===== src/rtl/spi_xfer_ctrl.sv =====
// spi_xfer_ctrl: transfer sequencer and serial-clock generator for one
// spi_shift instance. A host req/ack transfer loads the TX word into the
// shifter, frames it with slave-select setup/hold, pulses go, generates
// s_clk plus the pos_edge/neg_edge strobes while tip is high, and captures
// the received word into rx_data.
//
// Handshake: req is a level; it is sampled only in IDLE. Acceptance happens
// on the clock edge where IDLE sees req=1. tx_data and ss_sel are captured at
// that edge and divider one cycle later (in LOAD); all three are ignored while
// busy. ack is a single-cycle pulse in DONE, with rx_data already valid.
// If req is still high in the IDLE cycle after ack, the next transfer starts.
module spi_xfer_ctrl #(
    parameter int unsigned SS_W   = 8,
    parameter int unsigned DIV_W  = 16,
    parameter int unsigned CS_DLY = 2
) (
    input  logic              clk_shift,
    input  logic              rst_n,
    input  logic              req,
    output logic              ack,
    output logic              busy,
    input  logic [31:0]       tx_data,
    input  logic [SS_W-1:0]   ss_sel,
    input  logic [DIV_W-1:0]  divider,
    output logic [31:0]       rx_data,
    output logic [SS_W-1:0]   ss_n,
    output logic [3:0]        latch,
    output logic [3:0]        byte_sel,
    output logic [31:0]       p_in,
    output logic              go,
    output logic              pos_edge,
    output logic              neg_edge,
    output logic              s_clk,
    input  logic              tip,
    input  logic [31:0]       p_out,
    output logic [2:0]        dbg_state
);

    // Delay counter only has to reach CS_DLY-1; clog2(CS_DLY+1) covers it.
    localparam int unsigned DLY_W = (CS_DLY < 1) ? 1 : $clog2(CS_DLY + 1);
    localparam logic [DLY_W-1:0] DLY_LAST = DLY_W'((CS_DLY < 1) ? 0 : CS_DLY - 1);

    localparam logic [2:0] ST_IDLE     = 3'd0;
    localparam logic [2:0] ST_LOAD     = 3'd1;
    localparam logic [2:0] ST_CS_SETUP = 3'd2;
    localparam logic [2:0] ST_START    = 3'd3;
    localparam logic [2:0] ST_RUN      = 3'd4;
    localparam logic [2:0] ST_CS_HOLD  = 3'd5;
    localparam logic [2:0] ST_DONE     = 3'd6;

    logic [2:0]       state_q, state_d;
    logic [DLY_W-1:0] dly_q, dly_d;
    logic [DIV_W-1:0] cnt_q, cnt_d;
    logic [DIV_W-1:0] div_q;
    logic             sclk_q, sclk_d;
    logic [31:0]      tx_q;
    logic [SS_W-1:0]  sel_q;
    logic [31:0]      rx_q;

    logic             in_run;
    logic             clk_active;
    logic             term;
    logic             strobe;
    logic             dly_done;
    logic             accept;
    logic             ss_active;

    assign accept    = (state_q == ST_IDLE) && req;
    assign dly_done  = (dly_q == DLY_LAST);
    assign in_run    = (state_q == ST_RUN);
    // The clock only runs while the shifter reports a transfer in progress;
    // the cycle in which tip is seen low is the exit cycle and stays quiet.
    assign clk_active = in_run && tip;
    assign term      = (cnt_q == div_q);
    assign strobe    = clk_active && term;

    // Next-state and delay-counter logic for the transfer sequence.
    always_comb begin
        state_d = state_q;
        dly_d   = dly_q;
        case (state_q)
            ST_IDLE: begin
                if (req) begin
                    state_d = ST_LOAD;
                end
            end
            ST_LOAD: begin
                state_d = ST_CS_SETUP;
                dly_d   = '0;
            end
            ST_CS_SETUP: begin
                if (dly_done) begin
                    state_d = ST_START;
                    dly_d   = '0;
                end else begin
                    dly_d = dly_q + 1'b1;
                end
            end
            ST_START: begin
                state_d = ST_RUN;
            end
            ST_RUN: begin
                if (!tip) begin
                    state_d = ST_CS_HOLD;
                    dly_d   = '0;
                end
            end
            ST_CS_HOLD: begin
                if (dly_done) begin
                    state_d = ST_DONE;
                    dly_d   = '0;
                end else begin
                    dly_d = dly_q + 1'b1;
                end
            end
            ST_DONE: begin
                state_d = ST_IDLE;
            end
            default: begin
                state_d = ST_IDLE;
                dly_d   = '0;
            end
        endcase
    end

    // Half-period counter and serial clock; both are parked at zero outside
    // the active part of RUN, so leaving RUN forces s_clk low without a strobe.
    always_comb begin
        cnt_d  = '0;
        sclk_d = 1'b0;
        if (clk_active) begin
            cnt_d  = term ? '0 : cnt_q + 1'b1;
            sclk_d = sclk_q ^ term;
        end
    end

    // Sequencer state, delay counter and serial-clock registers.
    always_ff @(posedge clk_shift or negedge rst_n) begin
        if (!rst_n) begin
            state_q <= ST_IDLE;
            dly_q   <= '0;
            cnt_q   <= '0;
            sclk_q  <= 1'b0;
        end else begin
            state_q <= state_d;
            dly_q   <= dly_d;
            cnt_q   <= cnt_d;
            sclk_q  <= sclk_d;
        end
    end

    // Transfer parameters: word and slave mask at acceptance, divider in LOAD.
    always_ff @(posedge clk_shift or negedge rst_n) begin
        if (!rst_n) begin
            tx_q  <= '0;
            sel_q <= '0;
            div_q <= '0;
        end else begin
            if (accept) begin
                tx_q  <= tx_data;
                sel_q <= ss_sel;
            end
            if (state_q == ST_LOAD) begin
                div_q <= divider;
            end
        end
    end

    // Received word is captured on the transition from CS_HOLD into DONE.
    always_ff @(posedge clk_shift or negedge rst_n) begin
        if (!rst_n) begin
            rx_q <= '0;
        end else if ((state_q == ST_CS_HOLD) && dly_done) begin
            rx_q <= p_out;
        end
    end

    // Slave select is asserted from CS_SETUP through CS_HOLD inclusive.
    assign ss_active = (state_q == ST_CS_SETUP) || (state_q == ST_START) ||
                       (state_q == ST_RUN)      || (state_q == ST_CS_HOLD);

    assign ss_n      = ss_active ? ~sel_q : {SS_W{1'b1}};
    assign busy      = (state_q != ST_IDLE);
    assign ack       = (state_q == ST_DONE);
    assign go        = (state_q == ST_START);
    assign latch     = (state_q == ST_LOAD) ? 4'b0001 : 4'b0000;
    assign byte_sel  = (state_q == ST_LOAD) ? 4'hF : 4'h0;
    assign p_in      = (state_q == ST_LOAD) ? tx_q : 32'h0;
    assign pos_edge  = strobe && !sclk_q;
    assign neg_edge  = strobe && sclk_q;
    assign s_clk     = sclk_q;
    assign rx_data   = rx_q;
    assign dbg_state = state_q;

endmodule


===== config.mk =====
export PLATFORM = sky130hd
export DESIGN_NAME = spi_xfer_ctrl
export DESIGN_NICKNAME = d
export VERILOG_FILES = /design/src/rtl/spi_xfer_ctrl.sv
export SDC_FILE = /design/constraint.sdc
export NUM_CORES = 1
export LEC_CHECK = 0
export CAP_MARGIN = 20
export CORE_ASPECT_RATIO = 0.75
export CORE_MARGIN = 3
export CORE_UTILIZATION = 40
export DETAILED_ROUTE_END_ITERATION = 16
export PLACE_DENSITY = 0.77
export SETUP_SLACK_MARGIN = 0.1
export SYNTH_ARGS = -nofsm -noshare
export SYNTH_HDL_FRONTEND = slang
export SYNTH_SLANG_ARGS = --single-unit
export TNS_END_PERCENT = 20

===== constraint.sdc =====
create_clock -name clk_shift -period 3.8 [get_ports clk_shift]
set_input_delay 0.76 -clock clk_shift [delete_from_list [all_inputs] [get_ports clk_shift]]
set_output_delay 0.76 -clock clk_shift [all_outputs]
set_load 0.01 [all_outputs]

# Word level (Yosys, flattened, before mapping)
# Index checks and enable logic that the tools add are counted.
# Widths: inputs -> output; s select.
[word_totals]
reg_bits = 110
in_bits = 92
wordCells = 56
[classes]
add_sub_neg = 2
n_eq_ne = 12
muxes = 15
bitwise_logic = 3
n_reduce_logical = 16
[ops]
columns = ["operator", "count"]
rows = [
  ["$mux 16", 2],
  ["$mux 32", 1],
  ["$pmux 3 s6", 1],
  ["$add 16x1->16 const B", 1],
  ["$eq 16x16->1", 1],
  ["$mux 3", 4],
  ["$eq 3x3->1 const B", 3],
  ["$mux 8", 1],
  ["$ne 2x2->1 const B", 4],
  ["$not 8->8", 1],
  ["$eq 3x2->1 const B", 2],
  ["$logic_and 1x1->1", 6],
  ["$pmux 2 s3", 1],
  ["$mux 2", 2],
  ["$mux 4", 1],
  ["$reduce_and 4->1", 1],
  ["$eq 3x1->1 const B", 1],
  ["$logic_not 3->1", 1],
  ["$logic_or 1x1->1", 3],
  ["$reduce_bool 3->1", 1],
  ["$reduce_or 3->1", 1],
  ["$add 2x1->2 const B", 1],
  ["$eq 2x1->1 const B", 1],
  ["$mux 1", 2],
  ["5 further kinds", 5],
]

# Depth between registers and ports, before layout
# Gate-level depths: netlist of the first run.
[depth]
ltp_word = 5
ltp_mapped = 6
ltp_nobuf = 5

# Least setup slack after synthesis of the first run
# No wires, ideal clock.
[synth_path]
path_kind = "flip-flop to output port"
startpoint = "register cnt_q[2]"
endpoint = "output port neg_edge"
t_arrival_ps = 1622
slack_ps = 1418
stages_incl_launch_ff = 6
path_buffers = 1
path_cell_list = "dfrtp_1 -> buf_2 -> xnor2_1 -> nand4_1 -> nor4_4 -> nor3b_1"
[synth_between]
elab_chain_cells = 3
[synth_rtl]
columns = ["item", "line_no", "text"]
rows = [
  ["from (decl)", "53", "logic [DIV_W-1:0] cnt_q, cnt_d;"],
  ["from (signal assigned)", "147", "cnt_q <= cnt_d;"],
  ["$eq 16x16->1", "74", "assign term = (cnt_q == div_q);"],
  ["$logic_and 1x1->1", "75", "assign strobe = clk_active && term;"],
  ["$logic_and 1x1->1", "190", "assign neg_edge = strobe && sclk_q;"],
  ["to (decl)", "32", "output logic neg_edge,"],
]
# Every way passes these cells.

# Worst setup path in the final report of the first run
[layout_path]
startpoint = "register state_q[0] (netlist: dbg_state[0])"
endpoint = "output port p_in[13]"
[layout_between]
elab_chain_cells = 2
[layout_rtl]
columns = ["item", "line_no", "text"]
rows = [
  ["from (decl)", "51", "logic [2:0] state_q, state_d;"],
  ["from (signal assigned)", "145", "state_q <= state_d;"],
  ["$eq 3x1->1", "188", "assign p_in = (state_q == ST_LOAD) ? tx_q : 32'h0;"],
  ["$mux 32", "188", ""],
  ["to (decl)", "29", "output logic [31:0] p_in,"],
]
# Every way passes these cells.

==> Flow_metrics.wiki, run 1 <==
{| class="wikitable"
! Metric !! Value
|-
| Slowest cell on the critical path || dfrtp_1
|-
| Remaining design rule violation count || 0
|-
| Buffers from clock root to sink, at most || 2
|-
| Worst-path maximum fanout || 45
|-
| Violation count after the first detailed-route iteration || 155
|-
| Clock latency on the worst-skew pair || 340 ps
|-
| YS warnings || 0
|-
| Required time worst endpoint || 3040 ps
|-
| Initial core utilization || 0.4178
|-
| Cell Chain, Critical Path || nor3b_2, buf_4, and2_1, clkdlybuf4s50_1
|-
| Vias after detailed routing || 3538
|-
| Clk sink count || 110
|-
| Final Max Slew Viols || 0
|-
| Commonest cells after routing, fill and taps aside || clkdlybuf4s50_1, dfrtp_1, mux2_1
|-
| Die Footprint || 0.01374 mm^2
|-
| Antenna violation net count after detailed routing || 0
|-
| GRT Total Usage || 0.1759
|-
| Setup-violating endpoint count in the final report || 0
|-
| Width of the die || 134.3 um
|-
| Leading cell type in the layout, fill and taps excluded || clkdlybuf4s50_1
|-
| Number of placed I/O pins || 181
|-
| Avg Cell Area, Syn || 12.90 um^2
|-
| Top FF cell, synth || dfrtp_1
|-
| Share of post-route cells with drive strength above 1 || 0.1002
|-
| Fraction of the cycle the final worst path needs || 0.8266
|-
| Maximum resistive drop on vdd || 0.4363 mV
|-
| Std-Cell Rows || 34
|-
| Wire per inst || 16.40 um
|-
| Cell area after synthesis || 0.004941 mm^2
|-
| Clock-pin slew of the registers on the worst-case setup and hold paths || 80 ps
|-
| Worst-case register-to-register setup slack || 1690 ps
|-
| Type of destination of the critical path || primary output
|-
| P per Cell Area || 701.0 mW/mm^2
|-
| Path type of the worst min-delay path || in2async
|-
| Max incr delay on CP || 620 ps
|-
| Number of enable-type register cells in the synthesized netlist || 0
|-
| Die height || 102.3 um
|-
| Async S/R FF share, synth || 1.000
|-
| Result of the run || completed
|-
| First-pass GRT wire length || 19.32 mm
|-
| # port buffers || 177
|-
| Master cell of the clock root buffer || clkbuf_16
|-
| Count of cells resized by post-cts repair || 0
|-
| Number of cell instances on the worst register-to-register path || 4
|-
| Post-CTS Setup Repair Bufs || 0
|-
| Post-Route WL || 11.82 mm
|-
| TritonCTS clock tree || built
|-
| Leak pwr || 2.882 nW
|-
| Area of the placeable core || 0.01183 mm^2
|-
| Via count of the first global-routing pass || 3791
|-
| Final Hold Viols || 0
|-
| Startpoint Class || flip-flop
|-
| Met3 Resource Use GR || 0.07726
|-
| Synth-to-Final Area Change || 44.69%
|-
| Gpl congestion || 0.7500
|-
| Global-route met1 utilization || 0.2210
|-
| Core utilization of the finished layout || 0.6045
|-
| HPWL Detailed || 8.777 mm
|-
| Cell count after synthesis || 383
|-
| Critical R2R Launch || dbg_state[1]
|-
| Worst hold slack || 445.1 ps
|-
| Dpl cell area || 0.006857 mm^2
|-
| Max-cap violation count || 0
|-
| TritonCTS buffer count || 9
|-
| CTS Hold Bufs || 0
|-
| Most Crowded Layer GR || met2
|-
| Number of vias per cell after detailed routing || 4.907
|-
| Unrepaired setup endpoints after global routing || false
|-
| Global Route met2 Usage || 0.2853
|-
| DR pass1 iterations || 4
|-
| Number of register bits inferred by synthesis || 110
|-
| Net count reported at finish || 647
|-
| Post-synthesis sequential area ratio || 0.5571
|-
| Fmax || 0.3184 GHz
|-
| Initial antenna violation count || 0
|-
| Global route overflow || 0
|-
| ANT cells || 0
|-
| Critical path class || reg2out
|-
| Clk_skew || 9.736 ps
|-
| Design Area, Final || 0.007149 mm^2
|-
| Post-route setup TNS || 0 ps
|-
| Count of H-tree levels built during CTS || 3
|-
| Rel. slew slack || 0.5328
|-
| Largest net degree at the start of global routing || 55
|-
| Actual slew at the worst max-slew pin || 700.8 ps
|-
| Number of distinct standard cells referenced by the synthesized netlist || 43
|-
| Critical Path AT || 2380 ps
|-
| Time the worst path needs with I/O delays and setup || 3141 ps
|-
| Reg2reg end || tx_q[1]
|}
-- cell families (layout without fill, tap and decap cells) --
| logic type | after synthesis | after routing | synth area share |
|---|---|---|---|
| DFF | 110 | 110 | 0.5571 |
| and+or+nand+nor | 110 | 110 | 0.1357 |
| muxes | 90 | 90 | 0.2051 |
| buffers and inverters | 31 | 205 | 0.03064 |
| xor gates and xnor gates | 29 | 29 | 0.05140 |
| AOI/OAI and AO/OA | 11 | 11 | 0.01671 |
| adders and majority gates | 1 | 1 | 0.002532 |
| other | 1 | 3 | 0.0007590 |
-- where the power goes --
group,switching (W),leakage (nW),internal [W],total (W)
registers,0.000315,1.33,0.00168,0.00199
logic,0.000837,1.40,0.00127,0.00210
clock network,0.000426,0.147,0.000488,0.000914
-- through the flow --
step | total power [W] | cells | setup slack, ps
5_1_grt | 0.005370 | 721 | 510.9
4_1_cts | 0.005102 | 721 | 631.2
3_5_place_dp | 0.004154 | 705 | 758.0
6_report | 0.005011 | 721 | 658.9
3_3_place_gp | 0.004058 | 705 | 779.0
2_1_floorplan | 0.003025 | 385 | 1418
-- Yosys cell counts (4+ instances only) --
master    instances  share of area
mux2_2           19          0.043
xnor2_1          23          0.041
nor3b_1           4         0.0061
buf_4             7          0.011
clkbuf_1         13         0.0099
mux2_1           71           0.16
xor2_1            6          0.011
inv_1             4         0.0030
nand2_1          16          0.012
buf_2             7         0.0071
nand3_1           4         0.0041
nand4_1           8          0.010
dfrtp_1         110           0.56
nor2_1            5         0.0038
and2_1           33          0.042
nor3_1           16          0.016
-- sequential cells by signal (all words and copies together) (netlist names) --
name,cells
dbg_state,3
dly_q,2
sel_q,8
cnt_q,16
rx_data,32
s_clk,1
tx_q,32
div_q,16
-- worst max path at each step --
stage	startpoint	end	slack [ps]	cells after the start
finish	dbg_state[0]	p_in[13]	660	4
CTS	dbg_state[0]	p_in[11]	630	4
floorplan	cnt_q[2]	neg_edge	1420	5
global route	dbg_state[0]	p_in[14]	510	4
global placement	tip	pos_edge	780	5
detailed placement	tip	neg_edge	760	4
-- critical path: cells and delay by family, from the launching register on --
kind                   cells  cell delay (ps)
flip-flops                 1              620
AND/OR/NAND/NOR            2              480
buffers and inverters      2              930
-- final cells by class --
class / count / area, um^2
fill: 973 / 4677
sequential: 110 / 2753
multi-input combinational: 244 / 2057
timing repair buffer: 185 / 1829
clock buffer: 11 / 252.7
tap: 162 / 202.7
clock inverter: 5 / 40.04
inverter: 4 / 15.01
-- per-layer routing --
layer,up-vias,routed length (um)
met5,-,0
met4,0,70
met3,6,1095
met2,128,5633
met1,1749,5022
li1,1655,-
Note: power is estimated with default switching activity, not from simulation.
==> run 2: changes to the inputs <==
==> constraint.sdc (replaced) <==
create_clock -name clk_shift -period 3.1 [get_ports clk_shift]
set_input_delay 0.62 -clock clk_shift [delete_from_list [all_inputs] [get_ports clk_shift]]
set_output_delay 0.62 -clock clk_shift [all_outputs]
set_load 0.01 [all_outputs]
==> Flow_metrics.wiki, run 2 (synthesis results as in run 1) <==
{| class="wikitable"
! Metric !! Value
|-
| HPWL Detailed || 8.439 mm (was 8.777 mm)
|-
| Number of standard cells in the final layout excluding fillers || 721 (unchanged)
|-
| Critical Path AT || 2280 ps (was 2380 ps)
|-
| Cell total after placement || 705 (unchanged)
|-
| Met3 Resource Use GR || 0.08612 (was 0.07726)
|-
| Synth-to-Final Area Change || 45.48% (was 44.69%)
|-
| Wire per inst || 15.99 um (was 16.40 um)
|-
| Clk sink count || 110 (unchanged)
|-
| Unrepaired setup endpoints after global routing || true (was false)
|-
| Clock latency on the worst-skew pair || 340 ps (about the same)
|-
| Master cell of the clock root buffer || clkbuf_16 (unchanged)
|-
| Die Footprint || 0.01374 mm^2 (unchanged)
|-
| Clock-pin slew of the registers on the worst-case setup and hold paths || 80 ps (about the same)
|-
| Result of the run || completed (unchanged)
|-
| Fill cell total of the finished layout || 988 (was 973)
|-
| Type of destination of the critical path || primary output (unchanged)
|-
| Post-route setup TNS || 0 ps (unchanged)
|-
| Gpl congestion || 0.7841 (was 0.7500)
|-
| Setup crit end || pos_edge (was p_in[13])
|-
| Fmax || 0.3453 GHz
|-
| TritonCTS buffer count || 9 (unchanged)
|-
| Leak pwr || 2.917 nW (was 2.882 nW)
|-
| Leading cell type in the layout, fill and taps excluded || clkdlybuf4s50_1 (unchanged)
|-
| Number of cell instances on the worst register-to-register path || 4 (unchanged)
|-
| Initial core utilization || 0.4178 (unchanged)
|-
| Worst-path maximum fanout || 16 (was 45)
|-
| Place WS || 294.4 ps (was 758.0 ps)
|-
| Number of vias per cell after detailed routing || 4.867 (was 4.907)
|-
| Maximum resistive drop on vdd || 0.5387 mV (was 0.4363 mV)
|-
| Buffers from clock root to sink, at most || 2 (unchanged)
|-
| Rel. slew slack || 0.5161 (was 0.5328)
|-
| Required time worst endpoint || 2480 ps (was 3040 ps)
|-
| Startpoint Class || flip-flop (unchanged)
|-
| Global Route met2 Usage || 0.2614 (was 0.2853)
|-
| Time the worst path needs with I/O delays and setup || 2896 ps
|-
| Global route overflow || 0 (unchanged)
|-
| Final Max Slew Viols || 0 (unchanged)
|-
| DR pass1 iterations || 6 (was 4)
|-
| Reg2reg end || rx_data[27] (was tx_q[1])
|-
| Number of placed I/O pins || 181 (unchanged)
|-
| Setup-violating endpoint count in the final report || 0 (unchanged)
|-
| P per Cell Area || 859.2 mW/mm^2 (was 701.0 mW/mm^2)
|-
| Actual slew at the worst max-slew pin || 722.0 ps (was 700.8 ps)
|-
| Commonest cells after routing, fill and taps aside || clkdlybuf4s50_1, dfrtp_1, mux2_1 (unchanged)
|-
| Remaining design rule violation count || 0 (unchanged)
|-
| Max-cap violation count || 0 (unchanged)
|-
| Fraction of the cycle the final worst path needs || 0.9341
|-
| Area of the placeable core || 0.01183 mm^2 (unchanged)
|-
| ANT cells || 0 (unchanged)
|-
| Final worst setup slack || 204.3 ps (was 658.9 ps)
|-
| CTS Hold Bufs || 0 (unchanged)
|-
| Violation count after the first detailed-route iteration || 103 (was 155)
|-
| Critical R2R Launch || dbg_state[1] (unchanged)
|-
| Via count of the first global-routing pass || 3635 (was 3791)
|-
| Std-Cell Rows || 34 (unchanged)
|-
| Count of H-tree levels built during CTS || 3 (unchanged)
|-
| Antenna violation net count after detailed routing || 0 (unchanged)
|-
| Total power || 0.006176 W (was 0.005011 W)
|-
| GRT Total Usage || 0.1698 (was 0.1759)
|-
| Largest net degree at the start of global routing || 62 (was 55)
|-
| Net count reported at finish || 647 (unchanged)
|-
| Global-route met1 utilization || 0.2144 (was 0.2210)
|-
| First-pass GRT wire length || 18.55 mm (was 19.32 mm)
|-
| Path type of the worst min-delay path || in2async (unchanged)
|-
| Post-Route WL || 11.53 mm (was 11.82 mm)
|-
| Worst-case register-to-register setup slack || 680 ps (was 1690 ps)
|-
| Share of post-route cells with drive strength above 1 || 0.1055 (was 0.1002)
|-
| TritonCTS clock tree || built (unchanged)
|-
| Die height || 102.3 um (unchanged)
|-
| Critical path class || reg2out (unchanged)
|-
| Final Hold Viols || 0 (unchanged)
|-
| Initial antenna violation count || 0 (unchanged)
|-
| First element of the critical path || dbg_state[1] (was dbg_state[0])
|-
| Most Crowded Layer GR || met2 (unchanged)
|-
| Width of the die || 134.3 um (unchanged)
|-
| Clk_skew || 11.29 ps (was 9.736 ps)
|-
| # port buffers || 177 (unchanged)
|-
| Vias after detailed routing || 3509 (was 3538)
|}
[run 2: through the flow]
step,area [um^2],hold WS (ps),util
after global placement,6869,458.4,0.5808
after CTS,7172,311.9,0.6064
after global routing,7188,323.0,0.6078
after floorplan,4949,324.4,-
after detailed placement,6869,467.0,0.5808
final,7188,284.7,0.6078
[run 2: layout make-up]
cell class,count,area (um^2),share of cell area
sequential,110,2756,0.3835
multi-input combinational,244,2068,0.2877
timing repair buffer,185,1848,0.2571
clock buffer,10,229.0,0.03185
tap,162,202.7,0.02820
clock inverter,6,68.82,0.009574
inverter,4,15.01,0.002089
[run 2: what timing repair did]
action,4_1_cts,5_1_grt
setup endpoints to repair,1,34
gates cloned,0,0
resized for setup,1,6
pin swaps,0,2
setup buffers,0,0
[run 2: power breakdown]
group	total [W]	leakage [nW]	switching (W)	internal [W]
combinational	0.00260	1.45	0.00104	0.00157
sequential	0.00241	1.33	0.000355	0.00206
clock	0.00116	0.143	0.000525	0.000634
total	0.00618	2.92	0.00192	0.00426
[run 2: worst min path at each step]
| stage | endpoint | slack, ps |
|---|---|---|
| final | sel_q[2] | 280 |
| after global routing | sel_q[2] | 320 |
| after CTS | sel_q[7] | 310 |
| after detailed placement | tx_q[23] | 470 |
| after global placement | tx_q[16] | 460 |
| after floorplan | cnt_q[0] | 320 |
[run 2: worst max-delay path: stages, from the launching register on]
cell and delay, ps:
dfrtp_1 560, nor2b_1 300, nand3b_1 260, nor2_1 170, and2_1 130, clkdlybuf4s50_1 530
[run 2: per-layer routing]
layer | share of wire | wire length, um | vias up
met5 | 0 | 0 | -
met1 | 0.44 | 5067 | 1702
met2 | 0.44 | 5085 | 130
met3 | 0.11 | 1244 | 15
li1 | - | - | 1662
met4 | 0.011 | 129 | 0
==> run 3: changes to the inputs <==
--- a/config.mk
+++ b/config.mk
@@ -9,6 +9,7 @@
 export CORE_ASPECT_RATIO = 0.75
 export CORE_MARGIN = 3
 export CORE_UTILIZATION = 40
+export CTS_CLUSTER_DIAMETER = 30
 export DETAILED_ROUTE_END_ITERATION = 16
 export PLACE_DENSITY = 0.77
 export SETUP_SLACK_MARGIN = 0.1
==> results of run 3 <==
No change in the layout: final DEF, timing and power equal those of run 2.
